File: config.mk
export PLATFORM = sky130hd
export DESIGN_NAME = seq_det_prog_ctrl
export DESIGN_NICKNAME = d
export VERILOG_FILES = /design/src/rtl/seq_det_pkg.sv /design/src/rtl/seq_det_match_core.sv /design/src/rtl/seq_det_prog_ctrl.sv
export SDC_FILE = /design/constraint.sdc
export NUM_CORES = 1
export LEC_CHECK = 0
export ABC_AREA = 1
export CORE_ASPECT_RATIO = 0.6
export CORE_MARGIN = 1.5
export CORE_UTILIZATION = 45
export CTS_CLUSTER_DIAMETER = 50
export DETAILED_ROUTE_END_ITERATION = 8
export PLACE_DENSITY = 0.67
export SYNTH_ARGS = -nofsm -noshare
export SYNTH_HDL_FRONTEND = slang
export SYNTH_SLANG_ARGS = --single-unit
File: constraint.sdc
create_clock -name clk -period 4.17 [get_ports clk]
set_input_delay 1.0425 -clock clk [delete_from_list [all_inputs] [get_ports clk]]
set_output_delay 1.0425 -clock clk [all_outputs]
set_load 0.01 [all_outputs]
File: src/rtl/seq_det_pkg.sv
`default_nettype none
// ============================================================================
//  Module      : seq_det_pkg
//  Description : Shared types and helpers for the programmable sequence
//                detector. Holds the run-control state encoding, the default
//                widths and the pattern-length clamp.
//  Revision    : 1.0 - initial release
// ============================================================================
package seq_det_pkg;

  typedef enum logic [1:0] {
    ST_IDLE = 2'd0,
    ST_RUN  = 2'd1,
    ST_DONE = 2'd2
  } state_t;

  localparam int c_DEF_PW = 8;   // maximum pattern length
  localparam int c_DEF_CW = 8;   // match counter / target width
  localparam int c_DEF_TW = 16;  // timeout bit counter width

  // A pattern shorter than two bits is meaningless for an overlapping
  // detector, and one longer than the history window cannot be compared.
  function automatic int clamp_len(input int len, input int pw);
    if (len < 2)
      return 2;
    else if (len > pw)
      return pw;
    else
      return len;
  endfunction

endpackage
`default_nettype wire

File: src/rtl/seq_det_match_core.sv
`default_nettype none
// ============================================================================
//  Module      : seq_det_match_core
//  Description : Generic overlapping match engine. Keeps the last PW-1 valid
//                bits, tracks how many have arrived (saturating at L-1) and
//                compares the newest L bits, including the bit on i_bit this
//                cycle, against the low L bits of the pattern.
//  Ports       : clk, rstn       clock / async active-low reset
//                i_clr           clear history and fill
//                i_shift         accept i_bit into the history this cycle
//                i_bit           incoming serial bit
//                i_len           effective length L (2..PW)
//                i_pattern       pattern, bit 0 = newest bit
//                o_hit           window full and newest L bits match
//  Revision    : 1.0 - initial release
// ============================================================================
module seq_det_match_core #(
  parameter int PW = 8,
  parameter int LW = 4
) (
  input  logic          clk,
  input  logic          rstn,
  input  logic          i_clr,
  input  logic          i_shift,
  input  logic          i_bit,
  input  logic [LW-1:0] i_len,
  input  logic [PW-1:0] i_pattern,
  output logic          o_hit
);

  logic [PW-2:0] r_hist;
  logic [LW-1:0] r_fill;
  logic [PW-1:0] w_win;
  logic [LW-1:0] w_lm1;
  logic          w_eq;

  assign w_win = {r_hist, i_bit};
  assign w_lm1 = i_len - LW'(1);

  always_ff @(posedge clk or negedge rstn) begin
    if (!rstn) begin
      r_hist <= '0;
      r_fill <= '0;
    end else if (i_clr) begin
      r_hist <= '0;
      r_fill <= '0;
    end else if (i_shift) begin
      // History is never flushed on a match, which is what makes
      // overlapping occurrences detectable.
      r_hist <= w_win[PW-2:0];
      if (r_fill < w_lm1)
        r_fill <= r_fill + LW'(1);
    end
  end

  // Only the low L window bits take part in the compare.
  always_comb begin
    w_eq = 1'b1;
    for (int i = 0; i < PW; i++) begin
      if ((i < int'(i_len)) && (w_win[i] != i_pattern[i]))
        w_eq = 1'b0;
    end
  end

  assign o_hit = (r_fill >= w_lm1) & w_eq;

endmodule
`default_nettype wire

File: src/rtl/seq_det_prog_ctrl.sv
`default_nettype none
// ============================================================================
//  Module      : seq_det_prog_ctrl
//  Description : Programmable overlapping Mealy sequence detector with a
//                run-control FSM (IDLE / RUN / DONE). Counts matches on a
//                serial stream until a target count or a bit timeout.
//  Ports       : clk, rstn        clock / async active-low reset
//                cfg_we           config write, honoured only in IDLE
//                cfg_pattern      pattern, bit 0 = newest bit
//                cfg_len          pattern length (clamped to 2..PW)
//                cfg_target       matches for done, 0 = free-run
//                cfg_timeout      valid bits allowed in RUN, 0 = disabled
//                start, abort     arm/restart, return to IDLE
//                in, in_valid     serial data and qualifier
//                out              combinational match flag
//                match_cnt        matches since last start (saturating)
//                busy, done       state is RUN / DONE
//                timed_out        DONE was reached by timeout
//  Revision    : 1.0 - initial release
// ============================================================================
module seq_det_prog_ctrl
  import seq_det_pkg::*;
#(
  parameter int PW = c_DEF_PW,
  parameter int CW = c_DEF_CW,
  parameter int TW = c_DEF_TW
) (
  input  logic                    clk,
  input  logic                    rstn,
  input  logic                    cfg_we,
  input  logic [PW-1:0]           cfg_pattern,
  input  logic [$clog2(PW+1)-1:0] cfg_len,
  input  logic [CW-1:0]           cfg_target,
  input  logic [TW-1:0]           cfg_timeout,
  input  logic                    start,
  input  logic                    abort,
  input  logic                    in,
  input  logic                    in_valid,
  output logic                    out,
  output logic [CW-1:0]           match_cnt,
  output logic                    busy,
  output logic                    done,
  output logic                    timed_out
);

  localparam int LW = $clog2(PW+1);

  state_t        r_state, w_state_nxt;
  logic [PW-1:0] r_pattern;
  logic [LW-1:0] r_len;
  logic [CW-1:0] r_target;
  logic [TW-1:0] r_timeout;
  logic [CW-1:0] r_match_cnt;
  logic [TW-1:0] r_bitcnt;
  logic          r_timed_out;

  logic w_go, w_shift, w_hit, w_tgt_hit, w_tmo_hit, w_to_set;

  // abort beats start; a bit arriving with start or abort is discarded.
  assign w_go    = start & ~abort;
  assign w_shift = (r_state == ST_RUN) & in_valid & ~w_go & ~abort;
  assign out     = w_shift & w_hit;

  assign w_tgt_hit = out & (r_target != '0) &
                     ((CW+1)'(r_match_cnt) + (CW+1)'(1) == (CW+1)'(r_target));
  assign w_tmo_hit = w_shift & (r_timeout != '0) &
                     ((TW+1)'(r_bitcnt) + (TW+1)'(1) == (TW+1)'(r_timeout));
  // A match completing the target on the final allowed bit wins.
  assign w_to_set  = w_tmo_hit & ~w_tgt_hit;

  seq_det_match_core #(
    .PW (PW),
    .LW (LW)
  ) u_core (
    .clk       (clk),
    .rstn      (rstn),
    .i_clr     (w_go),
    .i_shift   (w_shift),
    .i_bit     (in),
    .i_len     (r_len),
    .i_pattern (r_pattern),
    .o_hit     (w_hit)
  );

  always_ff @(posedge clk or negedge rstn) begin
    if (!rstn) begin
      r_pattern <= '0;
      r_len     <= LW'(2);
      r_target  <= '0;
      r_timeout <= '0;
    end else if (cfg_we && (r_state == ST_IDLE)) begin
      r_pattern <= cfg_pattern;
      r_len     <= LW'(clamp_len(int'(cfg_len), PW));
      r_target  <= cfg_target;
      r_timeout <= cfg_timeout;
    end
  end

  always_ff @(posedge clk or negedge rstn) begin
    if (!rstn)
      r_state <= ST_IDLE;
    else
      r_state <= w_state_nxt;
  end

  always_comb begin
    w_state_nxt = r_state;
    case (r_state)
      ST_IDLE: if (w_go) w_state_nxt = ST_RUN;
      ST_RUN: begin
        if (abort)
          w_state_nxt = ST_IDLE;
        else if (w_go)
          w_state_nxt = ST_RUN;
        else if (w_tgt_hit || w_tmo_hit)
          w_state_nxt = ST_DONE;
      end
      ST_DONE: begin
        if (abort)
          w_state_nxt = ST_IDLE;
        else if (w_go)
          w_state_nxt = ST_RUN;
      end
      default: w_state_nxt = ST_IDLE;
    endcase
  end

  // match_cnt and timed_out are only touched by start or a counted bit, so
  // they hold through DONE and after abort for host readout.
  always_ff @(posedge clk or negedge rstn) begin
    if (!rstn) begin
      r_match_cnt <= '0;
      r_bitcnt    <= '0;
      r_timed_out <= 1'b0;
    end else if (w_go) begin
      r_match_cnt <= '0;
      r_bitcnt    <= '0;
      r_timed_out <= 1'b0;
    end else if (w_shift) begin
      r_bitcnt <= r_bitcnt + TW'(1);
      if (out && (r_match_cnt != '1))
        r_match_cnt <= r_match_cnt + CW'(1);
      if (w_to_set)
        r_timed_out <= 1'b1;
    end
  end

  assign match_cnt = r_match_cnt;
  assign busy      = (r_state == ST_RUN);
  assign done      = (r_state == ST_DONE);
  assign timed_out = r_timed_out;

endmodule
`default_nettype wire
==> results of run 1 <==
where the power goes:
part | switching (mW) | leakage (nW) | internal, mW
logic | 0.177 | 1.43 | 0.130
clock network | 0.291 | 0.152 | 0.508
registers | 0.0449 | 0.969 | 0.777
synthesized netlist by cell type, drive strengths merged:
cell / instances / share of area, %
a21oi: 6 / 0.87
and2: 1 / 0.15
buf: 3 / 0.35
clkbuf: 10 / 0.90
clkinv: 2 / 0.17
dfrtp: 73 / 42
dfstp: 1 / 0.61
ha: 11 / 3.2
inv: 86 / 7.5
mux2i: 1 / 0.23
nand2: 186 / 17
nand3: 56 / 6.9
nand3b: 4 / 0.70
nand4: 9 / 1.3
nor2: 54 / 6.1
nor3: 2 / 0.23
o21a: 1 / 0.17
o21ai: 42 / 4.9
o22ai: 23 / 3.3
or2: 1 / 0.15
xnor2: 4 / 0.81
xnor3: 2 / 1.0
xor2: 7 / 1.4
state kept, by name, indices dropped and copies added (netlist names), 4 cells and up:
name	count
match_cnt	8
u_core.r_hist	7
r_len	4
r_bitcnt	16
r_target	8
r_pattern	8
r_timeout	16
u_core.r_fill	4
stage by stage:
| stage | instance area (um2) | power, mW | util [%] | hold slack, ns | std cells |
|---|---|---|---|---|---|
| 6_report | 5300 | 1.93 | 57.4 | 0.494 | 776 |
| 5_1_grt | 5300 | 2.04 | 57.4 | 0.510 | 776 |
| 4_1_cts | 5300 | 1.95 | 57.4 | 0.496 | 776 |
| 3_5_place_dp | 4990 | 1.14 | 54.1 | 0.481 | 761 |
| 3_3_place_gp | 4990 | 1.13 | 54.1 | 0.476 | 761 |
| 2_1_floorplan | 4310 | 1.02 | - | 0.463 | 585 |
cells by family after synthesis:
family                     Yosys count  synth area share, %
AOI/OAI and AO/OA                   72                 9.27
buffers and inverters              101                 8.92
DFF                                 74                 43.0
and+or+nand+nor                    313                 32.1
adders and majority gates           11                 3.20
xor gates and xnor gates            13                 3.28
muxes                                1                0.232
final timing paths:
kind | start | to | slack, ns | depth (start not counted)
setup / recovery | start | out | 0.28 | 9
hold / removal | r_pattern[0]$_DFFE_PN0P_ | r_pattern[0]$_DFFE_PN0P_ | 0.49 | 2
setup reg to reg | r_len[1]$_DFFE_PN1P_ | match_cnt[0]$_DFFE_PN0P_ | 1.70 | 13
hold reg to reg | r_pattern[0]$_DFFE_PN0P_ | r_pattern[0]$_DFFE_PN0P_ | 0.49 | 2
max in group asynchronous | rstn | match_cnt[2]$_DFFE_PN0P_ | 2.72 | 1
min in group asynchronous | rstn | r_bitcnt[6]$_DFFE_PN0P_ | 0.85 | 1
tightest hold or removal path: cells and delay by family (launching register included):
family	cells	cell delay [ns]
simple gates	2	0.11
flops	1	0.35
final cells by class:
cell class	instances	area [um2]
Timing Repair Buffer	59	576
Fill cell	851	3930
Clock buffer	13	270
Multi-Input combinational cell	410	2070
Clock inverter	2	35.0
Tap cell	130	163
Sequential cell	74	1850
Inverter	88	330
per-layer routing:
layer  part of all wire, %  up-vias  GRT usage (%)
met5                     0        -              0
met4                  0.93        0           6.29
met3                   6.6       10           6.27
met2                    40      117           30.6
met1                    53     1807           36.0
li1                      -     1985              -
==> summary.txt, run 1 <==
STA
  – Max-slew headroom: around 37%
  – Fmax: roughly 260 MHz
  – Clk_skew: between 0.003 and 0.004 ns
  – Sum of negative setup slack: 0 ns
  – RSZ-0062 raised after global routing: false
  – Final Slew Violations: 0
  – Min cycle time layout: ~4 ns
  – Final Hold Viols: 0
  – Final worst path period share: a little over 90%
  – Setup WS post-layout: approximately 0.28 ns
  – Final Setup Violations: 0
  – Worst-margin pin slew: approximately 0.94 ns

GRT
  – First-pass GRT wire length: around 18,000 um
  – Number of global-route vias before repair: approximately 3,700
  – Total gr overflow: 0
  – GRT Total Usage: a little under a quarter
  – Largest net degree at the start of global routing: between 70 and 80
  – Initial antenna violation count: 0

Critical path
  – Crit path kind: input port to output pin
  – CP delay by family, top: buffers and inverters
  – Worst path required time: approximately 3.1 ns
  – CP bufs+invs: 3
  – CP startpoint kind: input port
  – Worst-path fanout max: 9
  – CP cell instances: clkdlybuf4s50_1 -> nor2_1 -> nand2_2 -> nor2_8 -> nand3_1 -> nor2_1 -> nand3_1 -> inv_1 -> clkdlybuf4s50_1
  – Crit path largest cell delay: 0.53 ns
  – Critical-path top delay cell: clkdlybuf4s50_1
  – Crit path DAT: approximately 2.9 ns
  – Crit path capture type: output pin

Clock network
  – CTS tree: built
  – H-tree Lvls: 3
  – CTS Buf Count: 9
  – Worst-path clk slew: approximately 0.06 ns
  – Clk buf depth: 2
  – Setup bufs post-CTS: 0
  – Resized cells post-CTS: 0
  – Clk Latency, worst-skew pair: approximately 0.34 ns
  – Clk root buf: clkbuf_16
  – Clock sinks: 74
  – Hold_buf cts: 0

Routing
  – WL final: ~10,000 um
  – Drt pass-1 iters: 5
  – DRC: 0
  – Initial DRC Count: about 360
  – Vias per cell: around 5.1
  – DRT antenna net count: 0
  – Routed length per instance: roughly 13 um
  – Vias post-DR: between 3,000 and 4,000

Yosys
  – Yosys warns: 0
  – Synth Area per Inst: approximately 7.4 um2
  – Seq/Total Area, Yosys: a little over two fifths
  – Post-Syn Area: 4310 um2
  – #FFs+latches synth: 74
  – Syn nets: around 640
  – Syn Inst Count: 585
  – Unique masters post-synth: 34

Layout
  – Layout cells sized above 1: 6.81%
  – Antenna cells: 0
  – Syn-to-layout area delta: 23.0%
  – Nets@finish: 696
  – Most frequent cells in the layout: nand2_1, inv_1, dfrtp_1
  – Commonest non-fill, non-tap cell in the layout: nand2_1

Floorplanning
  – Row Count: 27
  – Core area: approximately 9000 um2
  – Io pins: 55
  – Die ar.: about 10,000 um2
  – Die H: ~79 um
  – Initial Util: between 40 and 50%
  – Die width: between 100 and 150 um

Placement
  – HPWL after DPL: between 7000 and 8000 um
  – GPL Wtd Cong: ~0.86
  – Place WS: approximately 0.28 ns
  – Number of buffers added on ports: 54

Job
  – Max cap viols: 0

Power
  – Pwr dens: around 360 nW/um2
  – Pleak: about 2.6 nW
  – Maximum vdd ir drop: just under 0.0002 V

Min path
  – Min-delay worst type: register to register

Status
  – Status: completed
(Power assumes the default switching activity.)
==> run 2, diff against run 1 <==
- CTS_CLUSTER_SIZE: unset -> 16
==> results of run 2 <==
Same layout as run 1: the final DEF is identical, and so are final timing and power.
